==> src/rtl/control_if.sv <==
// Decoder bus: instruction/flag in, datapath controls and sticky illegal out.
interface control_if;
  logic [31:0] instr;
  logic        zero;
  logic [1:0]  imm_sel;
  logic        regrw;
  logic        alusrc;
  logic [2:0]  aluop;
  logic        memrw;
  logic        pcsrc;
  logic        wb;
  logic        illegal;

  modport master (
    output instr, zero,
    input  imm_sel, regrw, alusrc, aluop, memrw, pcsrc, wb, illegal
  );

  modport slave (
    input  instr, zero,
    output imm_sel, regrw, alusrc, aluop, memrw, pcsrc, wb, illegal
  );
endinterface

==> src/rtl/control_unit.sv <==
// Main decoder for a single-cycle RV32I-subset datapath.
// Controls are combinational from instr/zero; only the illegal flag is stored.
module control_unit (
  input  logic      clk,
  input  logic      rst,
  control_if.slave  bus
);
  localparam logic [6:0] OPC_OPIMM  = 7'b0010011;
  localparam logic [6:0] OPC_OP     = 7'b0110011;
  localparam logic [6:0] OPC_LOAD   = 7'b0000011;
  localparam logic [6:0] OPC_STORE  = 7'b0100011;
  localparam logic [6:0] OPC_BRANCH = 7'b1100011;
  localparam logic [6:0] OPC_JAL    = 7'b1101111;
  localparam logic [6:0] OPC_JALR   = 7'b1100111;

  localparam logic [2:0] ALU_ADD  = 3'b000;
  localparam logic [2:0] ALU_SUB  = 3'b001;
  localparam logic [2:0] ALU_SLL  = 3'b010;
  localparam logic [2:0] ALU_SLT  = 3'b011;
  localparam logic [2:0] ALU_SLTU = 3'b100;
  localparam logic [2:0] ALU_SRL  = 3'b101;
  localparam logic [2:0] ALU_OR   = 3'b110;
  localparam logic [2:0] ALU_AND  = 3'b111;

  logic [6:0] opcode;
  logic [2:0] funct3;
  logic [6:0] funct7;
  logic       f7_zero;
  logic       unused_instr_bits;

  logic [1:0] dec_imm_sel;
  logic       dec_regrw, dec_alusrc, dec_memrw, dec_pcsrc, dec_wb, dec_bad;
  logic [2:0] dec_aluop;
  logic       illegal_q, illegal_d;

  assign opcode  = bus.instr[6:0];
  assign funct3  = bus.instr[14:12];
  assign funct7  = bus.instr[31:25];
  assign f7_zero = (funct7 == 7'b0000000);
  // Register/immediate fields are consumed by the datapath, not here.
  assign unused_instr_bits = ^{bus.instr[24:15], bus.instr[11:7]};

  // Instruction decode; an unsupported encoding collapses to an all-zero NOP.
  // zero is only looked at inside BRANCH so other pcsrc values never go X.
  always_comb begin
    dec_imm_sel = 2'b00;
    dec_regrw   = 1'b0;
    dec_alusrc  = 1'b0;
    dec_aluop   = ALU_ADD;
    dec_memrw   = 1'b0;
    dec_pcsrc   = 1'b0;
    dec_wb      = 1'b0;
    dec_bad     = 1'b0;
    case (opcode)
      OPC_OPIMM: begin
        dec_regrw  = 1'b1;
        dec_alusrc = 1'b1;
        case (funct3)
          3'b000: dec_aluop = ALU_ADD;
          3'b010: dec_aluop = ALU_SLT;
          3'b011: dec_aluop = ALU_SLTU;
          3'b110: dec_aluop = ALU_OR;
          3'b111: dec_aluop = ALU_AND;
          3'b001: begin dec_aluop = ALU_SLL; dec_bad = !f7_zero; end
          3'b101: begin dec_aluop = ALU_SRL; dec_bad = !f7_zero; end
          default: dec_bad = 1'b1;
        endcase
      end
      OPC_OP: begin
        dec_regrw = 1'b1;
        case (funct3)
          3'b000: begin
            if (f7_zero)                      dec_aluop = ALU_ADD;
            else if (funct7 == 7'b0100000)    dec_aluop = ALU_SUB;
            else                              dec_bad   = 1'b1;
          end
          3'b001: begin dec_aluop = ALU_SLL;  dec_bad = !f7_zero; end
          3'b010: begin dec_aluop = ALU_SLT;  dec_bad = !f7_zero; end
          3'b011: begin dec_aluop = ALU_SLTU; dec_bad = !f7_zero; end
          3'b101: begin dec_aluop = ALU_SRL;  dec_bad = !f7_zero; end
          3'b110: begin dec_aluop = ALU_OR;   dec_bad = !f7_zero; end
          3'b111: begin dec_aluop = ALU_AND;  dec_bad = !f7_zero; end
          default: dec_bad = 1'b1;
        endcase
      end
      OPC_LOAD: begin
        dec_regrw  = 1'b1;
        dec_alusrc = 1'b1;
        dec_wb     = 1'b1;
        dec_bad    = (funct3 != 3'b010);
      end
      OPC_STORE: begin
        dec_imm_sel = 2'b01;
        dec_alusrc  = 1'b1;
        dec_memrw   = 1'b1;
        dec_bad     = (funct3 != 3'b010);
      end
      OPC_BRANCH: begin
        dec_imm_sel = 2'b10;
        case (funct3)
          3'b000: begin dec_aluop = ALU_SUB;  dec_pcsrc =  bus.zero; end
          3'b001: begin dec_aluop = ALU_SUB;  dec_pcsrc = !bus.zero; end
          3'b100: begin dec_aluop = ALU_SLT;  dec_pcsrc = !bus.zero; end
          3'b101: begin dec_aluop = ALU_SLT;  dec_pcsrc =  bus.zero; end
          3'b110: begin dec_aluop = ALU_SLTU; dec_pcsrc = !bus.zero; end
          3'b111: begin dec_aluop = ALU_SLTU; dec_pcsrc =  bus.zero; end
          default: dec_bad = 1'b1;
        endcase
      end
      OPC_JAL: begin
        dec_imm_sel = 2'b11;
        dec_pcsrc   = 1'b1;
      end
      OPC_JALR: begin
        dec_alusrc = 1'b1;
        dec_pcsrc  = 1'b1;
        dec_bad    = (funct3 != 3'b000);
      end
      default: dec_bad = 1'b1;
    endcase
    if (dec_bad) begin
      dec_imm_sel = 2'b00;
      dec_regrw   = 1'b0;
      dec_alusrc  = 1'b0;
      dec_aluop   = ALU_ADD;
      dec_memrw   = 1'b0;
      dec_pcsrc   = 1'b0;
      dec_wb      = 1'b0;
    end
  end

  // Sticky flag next state: reset clears, any illegal decode sets.
  always_comb begin
    illegal_d = illegal_q | dec_bad;
    if (rst) illegal_d = 1'b0;
  end

  // Sticky illegal-instruction register.
  always_ff @(posedge clk) begin
    illegal_q <= illegal_d;
  end

  // Side-effecting enables are held off while reset is asserted.
  assign bus.imm_sel = dec_imm_sel;
  assign bus.regrw   = dec_regrw & !rst;
  assign bus.alusrc  = dec_alusrc;
  assign bus.aluop   = dec_aluop;
  assign bus.memrw   = dec_memrw & !rst;
  assign bus.pcsrc   = dec_pcsrc & !rst;
  assign bus.wb      = dec_wb;
  assign bus.illegal = illegal_q;
endmodule

==> src/flat_wrapper.sv <==
// flat-port wrapper written by rule: the top's interface ports become plain ports
module control_unit_flat 
  (clk, rst, bus_instr, bus_zero, bus_imm_sel, bus_regrw, bus_alusrc, bus_aluop, bus_memrw, bus_pcsrc, bus_wb, bus_illegal);
  control_if bus_i ();
  input  logic clk;
  input  logic rst;
  input wire logic [$bits(bus_i.instr)-1:0] bus_instr;
  input wire logic [$bits(bus_i.zero)-1:0] bus_zero;
  output wire logic [$bits(bus_i.imm_sel)-1:0] bus_imm_sel;
  output wire logic [$bits(bus_i.regrw)-1:0] bus_regrw;
  output wire logic [$bits(bus_i.alusrc)-1:0] bus_alusrc;
  output wire logic [$bits(bus_i.aluop)-1:0] bus_aluop;
  output wire logic [$bits(bus_i.memrw)-1:0] bus_memrw;
  output wire logic [$bits(bus_i.pcsrc)-1:0] bus_pcsrc;
  output wire logic [$bits(bus_i.wb)-1:0] bus_wb;
  output wire logic [$bits(bus_i.illegal)-1:0] bus_illegal;
  assign bus_i.instr = bus_instr;
  assign bus_i.zero = bus_zero;
  assign bus_imm_sel = bus_i.imm_sel;
  assign bus_regrw = bus_i.regrw;
  assign bus_alusrc = bus_i.alusrc;
  assign bus_aluop = bus_i.aluop;
  assign bus_memrw = bus_i.memrw;
  assign bus_pcsrc = bus_i.pcsrc;
  assign bus_wb = bus_i.wb;
  assign bus_illegal = bus_i.illegal;
  control_unit u_core (.clk(clk), .rst(rst), .bus(bus_i));
endmodule
==> config.mk <==
export PLATFORM = sky130hd
export DESIGN_NAME = control_unit_flat
export DESIGN_NICKNAME = d
export VERILOG_FILES = /design/src/rtl/control_if.sv /design/src/rtl/control_unit.sv /design/src/flat_wrapper.sv
export SDC_FILE = /design/constraint.sdc
export NUM_CORES = 1
export LEC_CHECK = 0
export CAP_MARGIN = 20
export CORE_UTILIZATION = 31
export CTS_BUF_LIST = sky130_fd_sc_hd__clkbuf_8
export CTS_CLUSTER_DIAMETER = 40
export DETAILED_ROUTE_END_ITERATION = 7
export PLACE_DENSITY = 0.85
export SYNTH_ARGS = -nofsm -noshare
export SYNTH_HDL_FRONTEND = slang
export SYNTH_SLANG_ARGS = --single-unit
==> constraint.sdc <==
create_clock -name clk -period 5.38 [get_ports clk]
set_clock_uncertainty 0.15 [all_clocks]
set_input_delay 0.538 -clock clk [delete_from_list [all_inputs] [get_ports clk]]
set_output_delay 0.538 -clock clk [all_outputs]
set_load 0.02 [all_outputs]
---- After elaboration in Yosys (flattened, before gate mapping) ----
Cells that the tools add are included.
cells by class
  equal/unequal tests ..................... 16
  bitwise operators ....................... 4
  multiplexer cells ....................... 26
  reductions and logical operators ........ 19
operators by type and width
  cell                                                             count
  7-bit by 6-bit == test with 1-bit output, second input constant  3
  7-bit == test, second input constant                             3
  3-bit case mux with 7 select lines                               1
  3-bit case mux with 3 select lines                               2
  3-bit case mux with 6 select lines                               1
  1-bit two-way mux                                                13
  3-bit == test, second input constant                             4
  2-bit OR reduction                                               6
  6-bit OR reduction                                               2
  3-bit OR reduction                                               3
  1-bit case mux with 2 select lines                               4
  7-bit by 2-bit == test with 1-bit output, second input constant  1
  7-bit by 5-bit == test with 1-bit output, second input constant  1
  7-bit zero test                                                  1
  3-bit by 2-bit == test with 1-bit output, second input constant  2
  3-bit two-way mux                                                2
  1-bit case mux with 6 select lines                               1
  2-bit case mux with 3 select lines                               1
  5-bit OR reduction                                               1
  4-bit OR reduction                                               1
  1-bit bitwise AND                                                3
  3-bit by 1-bit == test with 1-bit output, second input constant  1
  1-bit zero test                                                  3
  3-bit zero test                                                  1
  other kinds (4)                                                  4
storage, ports and cells
  word-level logic and storage cells ...... 66
  output and inout port bits .............. 11
  flip-flop bits (word level) ............. 1
  input bits .............................. 35

---- Logic depth before layout (Yosys ltp) ----
Gate-level depths: netlist (run 1).
  depth after elaboration ................. 7
  mapped depth ............................ 6
  mapped depth without buffers ............ 5

---- Least setup slack after synthesis (run 1) ----
No wires, ideal clock.
  path kind ............................... in2out
  from .................................... input bus_instr[26]
  to ...................................... output bus_regrw
  arrival ................................. 2466 ps
  stages .................................. 5
  data required time ...................... 4692 ps
  buffers on the path ..................... 0
  path slack .............................. 2226 ps
  cell sequence ........................... or4_4 -> or4_4 -> a21oi_2 -> o211ai_4 -> nor4_1
between the ends
  cells in the longest elaborated chain, start to end .. 7
  elaborated cells between the ends (all ways) .. 10
  classes of those cells .................. eq/ne: 1; mux: 6; bitwise: 1; reduce/logical: 2
ends and longest elaborated chain
  what                                      line                 source
  from (decl)                               flat_wrapper.sv:7    input wire logic [$bits(bus_i.instr)-1:0] bus_instr;
  7-bit by 6-bit == test with 1-bit output  control_unit.sv:74   else if (funct7 == 7'b0100000) dec_aluop = ALU_SUB;
  1-bit two-way mux                         control_unit.sv:74
  1-bit two-way mux                         control_unit.sv:73   if (f7_zero) dec_aluop = ALU_ADD;
  1-bit case mux with 2 select lines        control_unit.sv:71   case (funct3)
  1-bit case mux with 6 select lines (*)    control_unit.sv:54   case (opcode)
  1-bit two-way mux (*)                     control_unit.sv:121  if (dec_bad) begin
  1-bit bitwise AND (*)                     control_unit.sv:145  assign bus.regrw = dec_regrw & !rst;
  to (decl)                                 flat_wrapper.sv:10   output wire logic [$bits(bus_i.regrw)-1:0] bus_regrw;
Mark *: on every way between the ends. The rest lies on a longest branch, timed or not.

---- Worst setup path after layout (run 1) ----
  from .................................... input bus_instr[3]
  to ...................................... output bus_aluop[0]
between the ends
  cells in the longest elaborated chain, start to end .. 4
  elaborated cells between the ends (all ways) .. 11
  classes of those cells .................. eq/ne: 7; mux: 3; reduce/logical: 1
ends and longest elaborated chain
  what                                                                                                  line                 source
  7-bit by 2-bit == test with 1-bit output or 7-bit by 6-bit == test with 1-bit output (tied branches)  control_unit.sv:54
  2-bit OR reduction (no line)                                                                          --
  1-bit case mux with 6 select lines                                                                    control_unit.sv:54
  3-bit two-way mux (*)                                                                                 control_unit.sv:121
  to (decl)                                                                                             flat_wrapper.sv:12   output wire logic [$bits(bus_i.aluop)-1:0] bus_aluop;
Marks and branches as above.

==> results of run 1 <==
per-stage QoR:
| stage | total power, µW | worst slack [ns] | cell area, µm² |
|---|---|---|---|
| floorplan | 25.97 | 2.226 | 439.2 |
| global placement | 43.74 | 1.553 | 730.7 |
| detailed placement | 44.87 | 1.470 | 730.7 |
| CTS | 45.02 | 1.448 | 730.7 |
| global route | 47.91 | 1.284 | 730.7 |
| finish | 45.03 | 1.463 | 730.7 |
power groups by stage:
stage                     Clock, µW  Sequential [µW]  Combinational (µW)
after floorplan                   0             8.83                17.1
after global placement            0             8.23                35.5
after detailed placement          0             8.27                36.6
after CTS                         0             8.27                36.8
after global routing              0             8.33                39.6
final                             0             8.29                36.7
cell usage after synthesis, types with 2 or more instances:
| library cell | count | area share (%) |
|---|---|---|
| nor3_1 | 5 | 5.7 |
| buf_1 | 2 | 1.7 |
| inv_1 | 3 | 2.6 |
| clkbuf_1 | 4 | 3.4 |
| nor3b_1 | 2 | 3.4 |
| xnor2_1 | 2 | 4.0 |
| or2_2 | 2 | 2.8 |
| or4_4 | 2 | 5.1 |
| nor2b_1 | 2 | 2.8 |
| a32oi_1 | 3 | 6.0 |
| nor2_1 | 6 | 5.1 |
| a211oi_1 | 2 | 3.4 |
| nor4_1 | 4 | 5.7 |
| nand2_1 | 6 | 5.1 |
| a21oi_1 | 6 | 6.8 |
routing by layer:
| metal | vias up | GRT usage [%] | routed length [µm] |
|---|---|---|---|
| met5 | - | 0 | 0 |
| met4 | 0 | 3.448 | 0 |
| met3 | 0 | 1.136 | 86 |
| met2 | 26 | 32.79 | 671 |
| met1 | 282 | 21.67 | 568 |
| li1 | 310 | - | - |
cell type report:
class	instances	area, µm²
repair buffers	30	300.3
fillers	132	586.8
inverters	3	11.26
multi-input cells	58	380.4
flip-flops and latches	1	20.02
well taps	15	18.77
critical path: cells and delay by family:
family	cells	cell delay (ns)
buf+inv	2	1.01
simple gates	2	0.99
compound gates	3	0.68
cell families (layout without fill, tap and decap cells):
kind of cell	count (synthesis)	count (layout)
AOI/OAI and AO/OA	19	19
xor gates and xnor gates	2	2
buffers and inverters	10	33
DFF	1	1
and+or+nand+nor	37	37
final timing paths:
path / from / end / slack [ns] / depth (start not counted)
max: bus_instr[3] / bus_aluop[0] / 1.46 / 7
max reg2reg: u_core.bus.illegal / u_core.bus.illegal / 4.53 / 1
min reg2reg: u_core.bus.illegal / u_core.bus.illegal / 0.33 / 1
min: u_core.bus.illegal / u_core.bus.illegal / 0.33 / 1
==> metrics.md, run 1 <==
| Metric | Value |
|---|---|
| Post-synth EDFFs | 0 |
| DP HPWL | 1035 µm |
| DR DRC count | 0 |
| Largest family of logic cells by synthesized area | simple AND/OR/NAND/NOR gates |
| Syn nets | 104 |
| Clock transition at the registers of the reported paths | 0 ns |
| Power Density | 61.63 nW/µm² |
| Core area | 1318 µm² |
| Fmax | 0.2553 GHz |
| Final setup vio count | 0 |
| Ys async rst share | 0% |
| Rows | 13 |
| Vias in the first global route | 496 |
| Final ANT Viol Nets | 0 |
| Post-CTS Setup Bufs | 0 |
| GPL Wtd Cong | 0.7484 |
| Port Buffers | 30 |
| Non-Filler Instances | 107 |
| Placed Cells incl. Taps | 107 |
| Hold Crit Class | reg -> reg |
| Int Pwr | 28.25 µW |
| Vias | 618 |
| Area of the mapped netlist | 439.2 µm² |
| DRT iter0 DRCs | 3 |
| Post-cts resize count | 0 |
| Grt ovf | 0 |
| Leak | 0.0002335 µW |
| Die Ht | 39.64 µm |
| Min Tclk post-route | 3.917 ns |
| Data arrival time of the critical path | 3.23 ns |
| Number of synthesized register bits | 1 |
| Final worst path period share | 72.81% |
| Multiplexer share of the synthesized area | 0% |
| Startpoint Class | primary input |
| Most frequent cells in the layout | 30 x clkdlybuf4s50_1, 6 x nor2_1, 6 x nand2_1, 6 x a21oi_1, 5 x nor3_1 |
| Final Slew Violations | 0 |
| Number of flip-flops in the largest register | 1 |
| Compound-gate portion of the synthesized area | 33.05% |
| Adder-Cell Fraction of Synth Area | 0% |
| Worst Tran Pin Value | 0.5357 ns |
| Max-cap violations | 0 |
| Final design utilization | 55.46% |
| Post-synthesis average cell area | 6.365 µm² |
| Relative max-transition margin | 63.78% |
| Io pins | 46 |
| Post-Synth Simple-Gate Area | 49.57% |
| Primary FF master, synth | dfxtp_1 |
| Leading cell type in the layout, fill and taps excluded | clkdlybuf4s50_1 |
| DR pass1 iterations | 4 |
| All-Layer GR Usage | 17.64% |
| Worst skew pair latency | 0 ns |
| Critical path class | in -> out |
| Cell mode on critical path | clkdlybuf4s50_1 |
| Hold Violations, Final | 0 |
| First-pass GRT wire length | 2007 µm |
| P&R area growth vs syn | 66.38% |
| Post-synthesis cell count | 69 |
| Setup crit end kind | output pin |
| XOR/XNOR share of the synthesized area | 3.989% |
| Die Area | 1571 µm² |
| Slowest Stage Delay on Critical Path | 0.57 ns |
| Psw | 16.78 µW |
| Comb pwr share | 81.6% |
| Total wire length | 1326 µm |
| Seq pwr share | 18.4% |
| RSZ-0062 raised after global routing | no |
| Cts hold-fix bufs | 0 |
| Antenna Cells | 0 |
| Req. time, crit path | 4.69 ns |
| Yosys Warn Count | 0 |
| Clock Power Share | 0% |
| Post-synthesis sequential area ratio | 4.558% |
| Switching share of power | 37.26% |
| Initial antenna violation count | 0 |
| Largest net degree at the start of global routing | 12 |
| Final net count | 129 |
| Die span in x | 39.64 µm |
| Post-synth cell types | 33 |
| Wirelength per Cell | 12.39 µm |
| Crit-path cells | clkdlybuf4s50_1, nand4bb_1, nor3b_1, o211ai_1, o211ai_4, a21oi_1, clkdlybuf4s50_1 |
| Layout cells sized above 1 | 7.609% |
| Vias per cell | 5.776 |
| Critical-path maximum fanout | 10 |
| TNS Setup | 0 ns |
| Outcome | finished, final reports clean |
| Initial core utilization | 33.33% |
| Hold WS | 0.3312 ns |
| VDD IR-drop max | 0.02382 mV |
| Crit-path slowest cell | nor3b_1 |
(Power assumes the default switching activity.)
==> inputs of run 2 (changes only) <==
--- a/config.mk
+++ b/config.mk
@@ -6,11 +6,11 @@
 export NUM_CORES = 1
 export LEC_CHECK = 0
 export CAP_MARGIN = 20
-export CORE_UTILIZATION = 31
+export CORE_UTILIZATION = 26
 export CTS_BUF_LIST = sky130_fd_sc_hd__clkbuf_8
 export CTS_CLUSTER_DIAMETER = 40
 export DETAILED_ROUTE_END_ITERATION = 7
-export PLACE_DENSITY = 0.85
+export PLACE_DENSITY = 0.76
 export SYNTH_ARGS = -nofsm -noshare
 export SYNTH_HDL_FRONTEND = slang
 export SYNTH_SLANG_ARGS = --single-unit
==> constraint.sdc (replaced) <==
create_clock -name clk -period 3.54 [get_ports clk]
set_clock_uncertainty 0.15 [all_clocks]
set_input_delay 0.354 -clock clk [delete_from_list [all_inputs] [get_ports clk]]
set_output_delay 0.354 -clock clk [all_outputs]
set_load 0.02 [all_outputs]
==> metrics.md, run 2 (synthesis results as in run 1) <==
| Metric | Value |
|---|---|
| Vias in the first global route | 536 (+8.1%) |
| Register area | 20.02 µm² (unchanged) |
| Relative max-transition margin | 57.83% (-6.0 points) |
| DR pass1 iterations | 4 (unchanged) |
| Final instance area | 767.0 µm² (+5.0%) |
| Die Ht | 43.10 µm (+8.7%) |
| Port Buffers | 30 (unchanged) |
| Cts hold-fix bufs | 0 (unchanged) |
| DRT iter0 DRCs | 18 (+15) |
| Number of flip-flops in the largest register | 1 (unchanged) |
| Hold Violations, Final | 0 (unchanged) |
| Layout cells sized above 1 | 11.46% (+3.8 points) |
| Initial antenna violation count | 0 (unchanged) |
| Leading cell type in the layout, fill and taps excluded | clkdlybuf4s50_1 |
| Largest net degree at the start of global routing | 12 (unchanged) |
| Hold Crit Class | reg -> reg |
| Power Density | 92.21 nW/µm² (+50%) |
| VDD IR-drop max | 0.07931 mV (+230%) |
| Hold path cells | 1 (unchanged) |
| Die span in x | 43.10 µm (+8.7%) |
| Outcome | finished, final reports clean |
| Req. time, crit path | 3.04 ns (-1.65 ns) |
| Post-cts resize count | 0 (unchanged) |
| P&R area growth vs syn | 74.64% |
| Rows | 14 (+1) |
| GPL Wtd Cong | 0.8029 (+7.3%) |
| Final setup vio count | 0 (unchanged) |
| Final net count | 133 (+3.1%) |
| Critical-path maximum fanout | 10 (unchanged) |
| Final Slew Violations | 0 (unchanged) |
| Final design utilization | 49.76% (-5.7 points) |
| Multi-input logic area | 380.4 µm² (unchanged) |
| Worst Tran Pin Value | 0.6237 ns (+0.08802 ns) |
| Min Tclk post-route | 3.399 ns |
| Fmax | 0.2942 GHz |
| First-pass GRT wire length | 2194 µm (+9.3%) |
| Crit-path cells | clkdlybuf4s50_1, or4_4, or4_4, a21oi_2, o211ai_4, nor3_1, clkdlybuf4s50_1 |
| Wirelength per Cell | 11.78 µm (-5.0%) |
| Initial core utilization | 28.49% (-4.8 points) |
| All-Layer GR Usage | 14.31% (-3.3 points) |
| DP HPWL | 1102 µm (+6.4%) |
| Worst skew pair latency | 0 ns (unchanged) |
| Total wire length | 1319 µm (-0.53%) |
| Most frequent cells in the layout | 28 x clkdlybuf4s50_1, 6 x nor2_1, 6 x nand2_1, 6 x a21oi_1, 5 x nor3_1 |
| Leak | 0.0002899 µW (+24%) |
| Setup crit end kind | output pin |
| DR DRC count | 0 (unchanged) |
| Final worst path period share | 96.02% |
| Post-CTS Setup Bufs | 0 (unchanged) |
| Io pins | 46 (unchanged) |
| TNS Setup | 0 ns (unchanged) |
| Vias | 628 (+1.6%) |
| Cells on worst reg2reg path | 1 (unchanged) |
| Core area | 1541 µm² (+17%) |
| Startpoint Class | primary input |
| Critical path class | in -> out |
| Die Area | 1858 µm² (+18%) |
| Grt ovf | 0 (unchanged) |
| Clock transition at the registers of the reported paths | 0 ns (unchanged) |
| Vias per cell | 5.607 (-2.9%) |
| Antenna Cells | 0 (unchanged) |
| Hold WS | 0.3155 ns (-0.01566 ns) |
| Final ANT Viol Nets | 0 (unchanged) |
| Placed Area | 762.0 µm² (+4.3%) |
| Data arrival time of the critical path | 2.90 ns (-0.33 ns) |
| Max-cap violations | 0 (unchanged) |
| Slowest Stage Delay on Critical Path | 0.63 ns (+0.06 ns) |
| Crit-path slowest cell | clkdlybuf4s50_1 |
| RSZ-0062 raised after global routing | no |
| Fillers | 172 (+30%) |
==> run 2: cell type report <==
cell class              count  share of cell area, %
inverters                   3                  1.468
multi-input cells          58                  49.59
flip-flops and latches      1                  2.610
well taps                  16                  2.610
repair buffers             34                  43.72
==> run 2: power by group <==
part / switching (µW) / internal (µW) / total, µW
logic: 25.6 / 32.6 / 58.2
registers: 0.316 / 12.2 / 12.5
clock network: 0 / 0 / 0
total: 25.9 / 44.8 / 70.7
==> run 2: worst paths after layout <==
path	endpoint	from	slack, ns
worst min-delay path	u_core.bus.illegal	u_core.bus.illegal	0.32
worst min register to register	u_core.bus.illegal	u_core.bus.illegal	0.32
worst max register to register	u_core.bus.illegal	u_core.bus.illegal	2.71
worst max-delay path	bus_memrw	bus_instr[26]	0.14
==> run 2: per-stage QoR <==
stage	total power [µW]	worst slack (ns)	cells
floorplan	39.46	0.7540	69
detailed placement	70.50	0.09518	112
finish	70.73	0.1410	112
global route	76.36	0.03346	112
global placement	69.19	0.1094	112
CTS	70.74	0.09450	112
==> run 2: worst max-delay path: cells and delay by family <==
kind                   cells  cell delay, ns
AO/OA/AOI/OAI              2            0.34
buffers and inverters      2            1.03
AND/OR/NAND/NOR            3            1.16
==> run 2: layer usage <==
layer | global-route usage, % | vias to the layer above | share of wire, %
li1 | - | 322 | -
met1 | 19.24 | 285 | 43
met2 | 26.57 | 21 | 51
met3 | 0 | 0 | 6.3
met4 | 0.6061 | 0 | 0
met5 | 0 | - | 0
==> inputs of run 3 (changes only) <==
--- a/config.mk
+++ b/config.mk
@@ -6,6 +6,7 @@
 export NUM_CORES = 1
 export LEC_CHECK = 0
 export CAP_MARGIN = 20
+export CORE_MARGIN = 4
 export CORE_UTILIZATION = 26
 export CTS_BUF_LIST = sky130_fd_sc_hd__clkbuf_8
 export CTS_CLUSTER_DIAMETER = 40
==> metrics.md, run 3 (synthesis results as in run 1) <==
| Metric | Value |
|---|---|
| Critical-path maximum fanout | 10 (unchanged) |
| Vias in the first global route | 552 (+3.0%) |
| RSZ-0062 raised after global routing | no |
| Worst Tran Pin Value | 0.5478 ns (-0.07590 ns) |
| Req. time, crit path | 3.04 ns (about the same) |
| Final worst path period share | 96.41% (+0.40 points) |
| Final instance area | 772.0 µm² (+0.65%) |
| Initial core utilization | 28.17% (-0.32 points) |
| Total wire length | 1364 µm (+3.4%) |
| Data arrival time of the critical path | 2.91 ns (about the same) |
| Die Area | 2411 µm² (+30%) |
| Fmax | 0.2930 GHz (-0.41%) |
| R2R Path End | u_core.bus.illegal |
| Hold Crit Class | reg -> reg |
| All-Layer GR Usage | 10.70% (-3.6 points) |
| Clock transition at the registers of the reported paths | 0 ns (unchanged) |
| Final ANT Viol Nets | 0 (unchanged) |
| Hold path cells | 1 (unchanged) |
| Cells on worst reg2reg path | 1 (unchanged) |
| P&R area growth vs syn | 75.78% |
| Non-Filler Instances | 113 (+0.89%) |
| Startpoint Class | primary input |
| Placed Area | 769.5 µm² (+0.99%) |
| Final Slew Violations | 0 (unchanged) |
| Port Buffers | 30 (unchanged) |
| DR DRC count | 0 (unchanged) |
| Outcome | finished, final reports clean |
| Leading cell type in the layout, fill and taps excluded | clkdlybuf4s50_1 |
| Initial antenna violation count | 0 (unchanged) |
| Setup slack, reg-to-reg | 2.70 ns (about the same) |
| Layout cells sized above 1 | 12.37% (+0.91 points) |
| Hold Violations, Final | 0 (unchanged) |
| Vias per cell | 5.345 (-4.7%) |
| Die Ht | 49.10 µm (+14%) |
| Placed Cells incl. Taps | 113 (+0.89%) |
| Setup crit end kind | output pin |
| Power Density | 92.31 nW/µm² (+0.11%) |
| VDD IR-drop max | 0.08008 mV (+0.97%) |
| Min Tclk post-route | 3.413 ns (+0.01405 ns) |
| Post-CTS Setup Bufs | 0 (unchanged) |
| DP HPWL | 1192 µm (+8.2%) |
| Core area | 1559 µm² (+1.1%) |
| First-pass GRT wire length | 2214 µm (+0.91%) |
| Hold Startpoint | u_core.bus.illegal |
| Vias | 604 (-3.8%) |
| Most frequent cells in the layout | 29 x clkdlybuf4s50_1, 6 x nor2_1, 6 x nand2_1, 6 x a21oi_1 |
| Grt ovf | 0 (unchanged) |
| GPL Wtd Cong | 0.7010 (-13%) |
| Worst setup path start | bus_instr[26] |
| DRT iter0 DRCs | 7 (-11) |
| Final design utilization | 49.52% (-0.24 points) |
| Antenna Cells | 0 (unchanged) |
| TNS Setup | 0 ns (unchanged) |
| Rows | 14 (unchanged) |
| Relative max-transition margin | 62.97% (+5.1 points) |
| Leak | 0.0002761 µW (-4.8%) |
| Largest net degree at the start of global routing | 12 (unchanged) |
| Worst skew pair latency | 0 ns (unchanged) |
| Max-cap violations | 0 (unchanged) |
| Wirelength per Cell | 12.07 µm (+2.5%) |
| Io pins | 46 (unchanged) |
| Hold EP | u_core.bus.illegal |
| DR pass1 iterations | 4 (unchanged) |
| Critical path class | in -> out |
| R2r startpoint | u_core.bus.illegal |
| Number of flip-flops in the largest register | 1 (unchanged) |
| Final setup vio count | 0 (unchanged) |
| Die span in x | 49.10 µm (+14%) |
| Final net count | 134 (+0.75%) |
## run 3: per-stage QoR
step	total power (µW)	worst slack [ns]	hold WS, ns
global placement	70.18	0.1094	0.3152
finish	71.27	0.1269	0.3179
detailed placement	71.44	0.09506	0.3178
global route	75.94	0.02890	0.3313
floorplan	39.46	0.7540	0.3552
CTS	71.54	0.09851	0.3178
## run 3: how the worst max path moves through the flow
stage           endpoint
2_1_floorplan  bus_regrw
3_3_place_gp   bus_regrw
3_5_place_dp   bus_regrw
4_1_cts        bus_regrw
5_1_grt        bus_pcsrc
6_report       bus_pcsrc
## run 3: worst max-delay path, cell delays in order
cell and delay, ns:
clkdlybuf4s50_1 0.40, or4_4 0.53, or4_4 0.42, a21oi_2 0.19, o211ai_4 0.15, nor3_1 0.21
clkdlybuf4s50_1 0.63
## run 3: cell type report
cell class                      instances  area, µm²
Tap cell                               16      20.02
Fill cell                             154      787.0
Inverter                                3      11.26
Sequential cell                         1      20.02
Multi-Input combinational cell         58      380.4
Timing Repair Buffer                   35      340.3
## run 3: routing by layer
| metal | track usage, % | wire, µm | up-vias |
|---|---|---|---|
| met2 | 20.98 | 686 | 18 |
| met3 | 0.9174 | 70 | 0 |
| met1 | 13.04 | 607 | 268 |
| met4 | 0 | 0 | 0 |
| li1 | - | - | 318 |
| met5 | 0 | 0 | - |
## run 3: timing repair
| action | in CTS | in global routing |
|---|---|---|
| resized for setup | 0 | 1 |
| setup endpoints to repair | 0 | 1 |
| hold buffers | 0 | 0 |
## run 3: power breakdown
group / internal [µW] / total (µW) / switching, µW
Sequential: 12.2 / 12.5 / 0.278
Combinational: 33.4 / 58.8 / 25.4
Clock: 0 / 0 / 0
Total: 45.6 / 71.3 / 25.7
